File: src/rtl/sram_stream_reader.sv
// sram_stream_reader
//   Avalon-MM read master feeding the SRAM slave bridge with sequential word
//   reads. A transfer fetches `length` words starting at `base_addr`, buffers
//   them in a first-word-fall-through FIFO and streams them out in address order.
//
// Ports
//   clk, reset_n         clock, asynchronous active-low reset
//   start                one-cycle request, sampled only while idle
//   base_addr, length    transfer parameters, latched on an accepted start
//   busy                 high whenever the FSM is not idle
//   done                 one-cycle pulse when a transfer completes
//   m_chipselect_n, m_read_n, m_write_n, m_byteenable_n, m_address, m_readdata
//                        registered Avalon-MM master bus toward the SRAM bridge
//   st_data, st_valid, st_ready
//                        stream source toward the consumer
//   dbg_state            current FSM state for observation
//
// Stream handshake: a word transfers on every rising clk edge where st_valid
// and st_ready are both high; st_data is stable while st_valid is high and
// st_ready is low, and st_valid never drops without a transfer.
module sram_stream_reader #(
    parameter int ADDR_W      = 20,
    parameter int DATA_W      = 16,
    parameter int WAIT_CYCLES = 1,
    parameter int FIFO_DEPTH  = 16
) (
    input  logic              clk,
    input  logic              reset_n,
    input  logic              start,
    input  logic [ADDR_W-1:0] base_addr,
    input  logic [ADDR_W-1:0] length,
    output logic              busy,
    output logic              done,
    output logic              m_chipselect_n,
    output logic              m_read_n,
    output logic              m_write_n,
    output logic [1:0]        m_byteenable_n,
    output logic [ADDR_W-1:0] m_address,
    input  logic [DATA_W-1:0] m_readdata,
    output logic [DATA_W-1:0] st_data,
    output logic              st_valid,
    input  logic              st_ready,
    output logic [1:0]        dbg_state
);

    localparam int PTR_W = $clog2(FIFO_DEPTH);
    localparam int CNT_W = PTR_W + 1;
    localparam logic [CNT_W-1:0] DEPTH_C = CNT_W'(FIFO_DEPTH);
    localparam logic [2:0]       WAIT_C  = 3'(WAIT_CYCLES);

    typedef enum logic [1:0] {
        IDLE  = 2'd0,
        READ  = 2'd1,
        HOLD  = 2'd2,
        DRAIN = 2'd3
    } state_t;

    state_t            state_q, state_d;
    logic [ADDR_W-1:0] addr_q, addr_d;
    logic [ADDR_W-1:0] remaining_q, remaining_d;
    logic [2:0]        wait_q, wait_d;
    logic              done_q, done_d;
    logic              strobe_q, strobe_d;
    logic [ADDR_W-1:0] m_address_q;

    logic [DATA_W-1:0] mem_q [FIFO_DEPTH];
    logic [PTR_W-1:0]  wr_ptr_q, wr_ptr_d;
    logic [PTR_W-1:0]  rd_ptr_q, rd_ptr_d;
    logic [CNT_W-1:0]  count_q, count_d;
    logic              push;
    logic              pop;
    logic              space_now;
    logic              space_after_push;

    assign st_valid  = (count_q != '0);
    assign pop       = st_valid && st_ready;
    // Masked so the head reads as zero while empty (including after reset).
    assign st_data   = st_valid ? mem_q[rd_ptr_q] : '0;
    assign space_now = (count_q < DEPTH_C);
    // A pop on the same edge frees the slot this push consumes.
    assign space_after_push = pop || (count_q < (DEPTH_C - CNT_W'(1)));

    // Next-state and transfer bookkeeping.
    always_comb begin
        state_d     = state_q;
        addr_d      = addr_q;
        remaining_d = remaining_q;
        wait_d      = wait_q;
        done_d      = 1'b0;
        push        = 1'b0;
        unique case (state_q)
            IDLE: begin
                if (start) begin
                    if (length != '0) begin
                        addr_d      = base_addr;
                        remaining_d = length;
                        wait_d      = '0;
                        state_d     = space_now ? READ : HOLD;
                    end else begin
                        done_d = 1'b1;
                    end
                end
            end
            READ: begin
                if (wait_q == WAIT_C) begin
                    push        = 1'b1;
                    addr_d      = addr_q + ADDR_W'(1);
                    remaining_d = remaining_q - ADDR_W'(1);
                    wait_d      = '0;
                    if (remaining_q == ADDR_W'(1)) begin
                        state_d = DRAIN;
                    end else if (space_after_push) begin
                        state_d = READ;
                    end else begin
                        state_d = HOLD;
                    end
                end else begin
                    wait_d = wait_q + 3'd1;
                end
            end
            HOLD: begin
                if (space_now) begin
                    wait_d  = '0;
                    state_d = READ;
                end
            end
            DRAIN: begin
                if (count_q == '0) begin
                    done_d  = 1'b1;
                    state_d = IDLE;
                end
            end
            default: state_d = IDLE;
        endcase
    end

    // Bus strobes are registered from the next state so they line up with READ.
    assign strobe_d = (state_d == READ);

    always_comb begin
        wr_ptr_d = push ? (wr_ptr_q + PTR_W'(1)) : wr_ptr_q;
        rd_ptr_d = pop  ? (rd_ptr_q + PTR_W'(1)) : rd_ptr_q;
        count_d  = count_q;
        unique case ({push, pop})
            2'b10:   count_d = count_q + CNT_W'(1);
            2'b01:   count_d = count_q - CNT_W'(1);
            default: count_d = count_q;
        endcase
    end

    always_ff @(posedge clk or negedge reset_n) begin
        if (!reset_n) begin
            state_q     <= IDLE;
            addr_q      <= '0;
            remaining_q <= '0;
            wait_q      <= '0;
            done_q      <= 1'b0;
            strobe_q    <= 1'b0;
            m_address_q <= '0;
            wr_ptr_q    <= '0;
            rd_ptr_q    <= '0;
            count_q     <= '0;
        end else begin
            state_q     <= state_d;
            addr_q      <= addr_d;
            remaining_q <= remaining_d;
            wait_q      <= wait_d;
            done_q      <= done_d;
            strobe_q    <= strobe_d;
            m_address_q <= addr_d;
            wr_ptr_q    <= wr_ptr_d;
            rd_ptr_q    <= rd_ptr_d;
            count_q     <= count_d;
        end
    end

    // Storage needs no reset: the count gates every read of it.
    always_ff @(posedge clk) begin
        if (push) begin
            mem_q[wr_ptr_q] <= m_readdata;
        end
    end

    assign busy           = (state_q != IDLE);
    assign done           = done_q;
    assign m_chipselect_n = ~strobe_q;
    assign m_read_n       = ~strobe_q;
    assign m_write_n      = 1'b1;
    assign m_byteenable_n = strobe_q ? 2'b00 : 2'b11;
    assign m_address      = m_address_q;
    assign dbg_state      = state_q;

endmodule

File: config.mk
export PLATFORM = sky130hd
export DESIGN_NAME = sram_stream_reader
export DESIGN_NICKNAME = d
export VERILOG_FILES = /design/src/rtl/sram_stream_reader.sv
export SDC_FILE = /design/constraint.sdc
export NUM_CORES = 1
export LEC_CHECK = 0
export CORE_UTILIZATION = 45
export CTS_CLUSTER_DIAMETER = 30
export DETAILED_ROUTE_END_ITERATION = 6
export SYNTH_ARGS = -nofsm -noshare
export SYNTH_HDL_FRONTEND = slang
export SYNTH_SLANG_ARGS = --single-unit
File: constraint.sdc
create_clock -name clk -period 3.86 [get_ports clk]
set_input_delay 1.158 -clock clk [delete_from_list [all_inputs] [get_ports clk]]
set_output_delay 1.158 -clock clk [all_outputs]
set_load 0.01 [all_outputs]
* Word-level counts from Yosys, hierarchy flattened
Memory sizes are Yosys's and may differ from the RTL's.
Cells that the tools add are included.
** Word-level totals
- Bits in registers :: 60
- Latch bits :: 0
- RAM bits :: 256
- Bits in read-only memories :: 0
- Output and inout bits :: 46
- Memories :: 1
** Memory list
- mem_q :: words 16, width 16, read ports 1, clocked after Yosys merged registers in 0, wr ports 1, RTL line 66 : logic [DATA_W-1:0] mem_q [FIFO_DEPTH];
** Cells by class
- Add/subtract/negate cells :: 7
- Multipliers :: 0
- Div/mod/pow operators :: 0
- $lt $le $gt $ge :: 2
- Equal/unequal tests :: 12
- Shift operators :: 0
- Multiplexer cells :: 33
- Bitwise gates (word level) :: 1
- Reductions and logical operators :: 12
** Operator list (count)
- $mux W20 :: 6
- $pmux W20 S2 :: 2
- $add A20 B1 Y20 const B :: 1
- $eq A20 B1 Y1 const B :: 1
- $reduce_bool A20 Y1 :: 1
- $sub A20 B1 Y20 const B :: 1
- $mux W2 :: 9
- $mux W16 :: 1
- $mux W3 :: 4
- $pmux W5 S2 :: 1
- $pmux W3 S3 :: 1
- $add A4 B1 Y4 const B :: 2
- $ne A2 B2 Y1 const B :: 4
- $pmux W2 S4 :: 1
- $reduce_and A4 Y1 :: 2
- $mux W1 :: 7
- $eq A2 B1 Y1 const B :: 3
- $eq A2 B2 Y1 const B :: 3
- $reduce_bool A2 Y1 :: 3
- $add A5 B1 Y5 const B :: 1
- $logic_not A5 Y1 :: 1
- $lt A5 B4 Y1 const B :: 1
- $lt A5 B5 Y1 const B :: 1
- $reduce_bool A5 Y1 :: 1
- other kinds (9) :: 9

* Logic depth before layout (Yosys ltp)
Gate-level depths: netlist of the first run.
- Word-level depth :: 8
- Depth in mapped cells :: 15
- Mapped depth without buffers :: 12

* Least setup slack after synthesis of the first run
Ideal clock, no wire load.
- Path kind :: reg-to-output
- From :: reg rd_ptr_q[0]
- To :: out st_data[10]
- Arrival :: 2.315 ns
- Required time :: 2.702 ns
- Setup slack :: 0.387 ns
- Stages on the path, launching flop included :: 6
- Path buffers :: 2
- Cells stage by stage :: dfrtp_1 > buf_2 > buf_1 > mux4_2 > mux4_2 > and2_1
** Between the ends
- Longest elaborated chain between the ends :: 2
** RTL lines
- from (decl) :: RTL line 68 : logic [PTR_W-1:0] rd_ptr_q, rd_ptr_d;
- from (signal assigned) :: RTL line 172 : rd_ptr_q <= rd_ptr_d;
- $mem_v2 Z16 W16
- $mux W16 :: RTL line 78 : assign st_data = st_valid ? mem_q[rd_ptr_q] : '0;
- to (decl) :: RTL line 40 : output logic [DATA_W-1:0] st_data,
No other way between the ends.

* Worst setup path after layout of the first run
- From :: reg rd_ptr_q[0]
- To :: out st_data[4]
Same word-level chain as after synthesis.

==> results.yml, run 1 <==
status:
  status: "completed"
global_route:
  grt_pass1_wl_um: 51200
  grt_max_degree: 68
  grt_util_met1_pct: 30.6
  use_met2_pct: 35.9
  antenna_found_initial: 0
  grt-busiest-layer: "met2"
  grtUsageTotal_pct: 22.3
  first_global_vias: 8657
  met3_usage_pct: 3.75
  grt_overflow: 0
setup_path:
  cpMaxStageDelayCell: "mux4_2"
  required_ps: 2700
  arrival_ps: 2700
  crit_top_cell: "mux4_2"
  path_class: "flop to output port"
  path_buf_inv: 3
  startpoint_type: "flop"
  critical-path-max-stage-delay_ps: 490
  worstSetupEndpointType: "output port"
  r2r-start: "count_q[1]"
  r2r_setup_slack_ps: 800
  worst-path-max-fanout: 5
  crit_chain: "buf_12 > buf_6 > mux4_2 > mux4_2 > and2_1 > dlygate4sd2_1"
  cp_top_family: "multiplexers"
  worstReg2RegEnd: "count_q[2]"
  rr_worst_depth: 12
finish:
  drive_above_1_share_pct: 28.2
  multiInputGateArea_mm2: 0.00425
  fin_nets: 1102
  antennaDiodeCount: 0
  final-seq-area_mm2: 0.00919
  utilization_pct: 60.0
  syn2layout_area_growth_pct: 30.9
  nFillCells: 2223
synthesis:
  ys.flop_type: "edfxtp_1"
  syn_area_mm2: 0.0136
  yosys_warnings: 0
  synth_edf_count: 256
  async_flop_share_pct: 19.0
  syn_nets: 923
  avgSynthCellArea_um2: 16.1
  seq_area_frac_synth_pct: 67.4
  synth.distinct_cells: 57
  synth_cells: 847
  ys_ff_latch: 316
clocking:
  numCtsBuffers: 66
  cts_max_level: 3
  cts_tree: "done"
  ctsHoldBuffers: 0
  clock_latency_ps: 550
  cts-root-buf: "clkbuf_16"
  clock_sinks: 316
  clkTransAtPathRegs_ps: 40
  cts_buffer_depth: 3
sta:
  finalSetupViolations: 0
  rsz0062_at_grt: "yes"
  setup_tns_ps: 0
  max_slew_margin_pct: 45.5
  max_freq_ghz: 0.259
  tightest_slew_ps: 813
  slew_viol_final: 0
  post-route-period-util_pct: 99.9
  fin_skew_ps: 25.1
  period_minus_slack_ps: 3860
  whs_ps: 484
  hold_violations: 0
routing:
  drc: 0
  drt_iter0_drc: 657
  wl_um: 33200
  dr.pass1.iters: 5
  via_count: 8435
  wl_per_cell_um: 22.7
  viasPerCell: 5.75
  ant_nets: 0
power_and_ir_drop:
  total_leakage_power_uw: 0.00620
  powerDensity_mw_per_mm2: 820
  power.switching_uw: 4360
  power_frac_clock_pct: 37.5
  p_sw_share_pct: 29.8
  vdd_ir_drop_max_mv: 0.408
  p_int_uw: 10300
  seqPwrFrac_pct: 30.5
  combPwrFrac_pct: 32.0
run:
  cap_violations: 0
place:
  port_buffers: 104
  place_congestion: 0.808
  dp_hpwl_um: 20100
floorplanning:
  rows: 63
  pin_count: 106
  dieArea_mm2: 0.0310
  fp.dieW_um: 176
  die_h_um: 176
  core_area_mm2: 0.0297
  start_util_pct: 45.9
hold_path:
  hold_class: "primary input to asynchronous set/reset pin"
## routing by layer
layer  vias up  wire [µm]
met2       299      16300
met3        54       1860
li1       3770          -
met1      4312      14300
met4         0        766
met5         -          0
## cell type report
cell class / instances / area share (%)
flip-flops and latches: 316 / 51.5
multi-input cells: 467 / 23.8
clock inverters: 35 / 2.05
well taps: 390 / 2.73
inverters: 14 / 0.295
clock buffers: 84 / 10.3
repair buffers: 161 / 9.30
## state kept, by name (all words and copies together) (netlist names)
register     cells
m_address       20
wait_q           3
done             1
rd_ptr_q         4
dbg_state        2
strobe_q         1
wr_ptr_q         4
mem_q          256
remaining_q     20
count_q          5
## kinds of logic after synthesis
family	after synthesis	synth area share [%]
DFF	316	67.4
and+or+nand+nor	213	8.14
AOI/OAI and AO/OA	139	6.54
muxes	86	13.7
buffers and inverters	64	1.95
adders and majority gates	16	1.47
xor gates and xnor gates	12	0.771
other	1	0.0275
## cells in the mapped netlist, types with 9 or more instances
cell	n	area (µm²)
edfxtp_1	256	7690
mux4_2	80	1800
dfrtp_1	60	1500
nor2_1	51	191
a21oi_1	40	200
nand2_1	40	150
o21ai_0	33	165
clkbuf_1	31	116
nor3_1	20	100
and2_1	19	119
ha_1	16	200
inv_1	14	52.6
nor4_1	14	87.6
nand3_1	11	55.1
o22ai_1	11	68.8
nand4_1	9	56.3
## placed cells by master, fill, tap and decap left out, types with 9 or more instances in the layout
cell type          n
mux4_2            80
o22ai_1           11
o21ai_0           33
clkbuf_16         68
nand3_1           11
a21oi_1           40
nor2_2            12
nor4_1            14
clkbuf_1           9
nor2_1            39
buf_12            11
and2_1            11
clkinvlp_4        11
nand2_1           40
nor3_1            16
nand4_1            9
edfxtp_1         256
dfrtp_1           58
buf_4             39
inv_1             14
clkdlybuf4s50_1   87
ha_1              16
## stage by stage
step | total power, µW | area [µm²] | instances | setup slack, ps
4_1_cts | 14600 | 17800 | 1462 | -136
5_1_grt | 15400 | 17800 | 1467 | -78.1
6_report | 14600 | 17800 | 1467 | 3.60
3_3_place_gp | 8840 | 15400 | 1332 | 138
3_5_place_dp | 8880 | 15400 | 1332 | 124
2_1_floorplan | 7250 | 13600 | 847 | 387
## power groups by stage
stage | Combinational [µW] | Clock [µW] | Sequential, µW
global placement | 4300 | 0 | 4540
floorplan | 2840 | 0 | 4410
detailed placement | 4340 | 0 | 4540
global route | 5100 | 5740 | 4520
finish | 4690 | 5490 | 4460
CTS | 4600 | 5550 | 4450
## worst reg2reg max path: cells and delay by family, from the launching register on
| family | cells | cell delay [ps] |
|---|---|---|
| AO/OA/AOI/OAI | 1 | 150 |
| adder cells (fa/ha/maj) | 2 | 560 |
| AND/OR/NAND/NOR | 4 | 990 |
| XOR/XNOR | 3 | 490 |
| buffers and inverters | 2 | 290 |
| flip-flops | 1 | 450 |
## worst max path at each step
stage / cells past startpoint / to / slack [ps] / from
2_1_floorplan: 5 / st_data[10] / 390 / rd_ptr_q[0]
3_3_place_gp: 5 / st_data[2] / 140 / rd_ptr_q[0]
3_5_place_dp: 5 / st_data[1] / 120 / rd_ptr_q[0]
4_1_cts: 6 / st_data[11] / -140 / rd_ptr_q[0]
5_1_grt: 6 / st_data[4] / -80 / rd_ptr_q[0]
6_report: 6 / st_data[4] / 4 / rd_ptr_q[0]
## timing repair
action / in CTS / in global routing
pin swaps: 0 / 0
resized for setup: 44 / 33
gates cloned: 4 / 0
setup endpoints to repair: 16 / 15
buffers inserted: 7 / 7
Power figures use the tool's default switching activity.
==> inputs of run 2 (changes only) <==
Settings changed: CAP_MARGIN set to 20.
==> results of run 2 <==
Same layout as run 1: the final DEF is identical, and so are final timing and power.
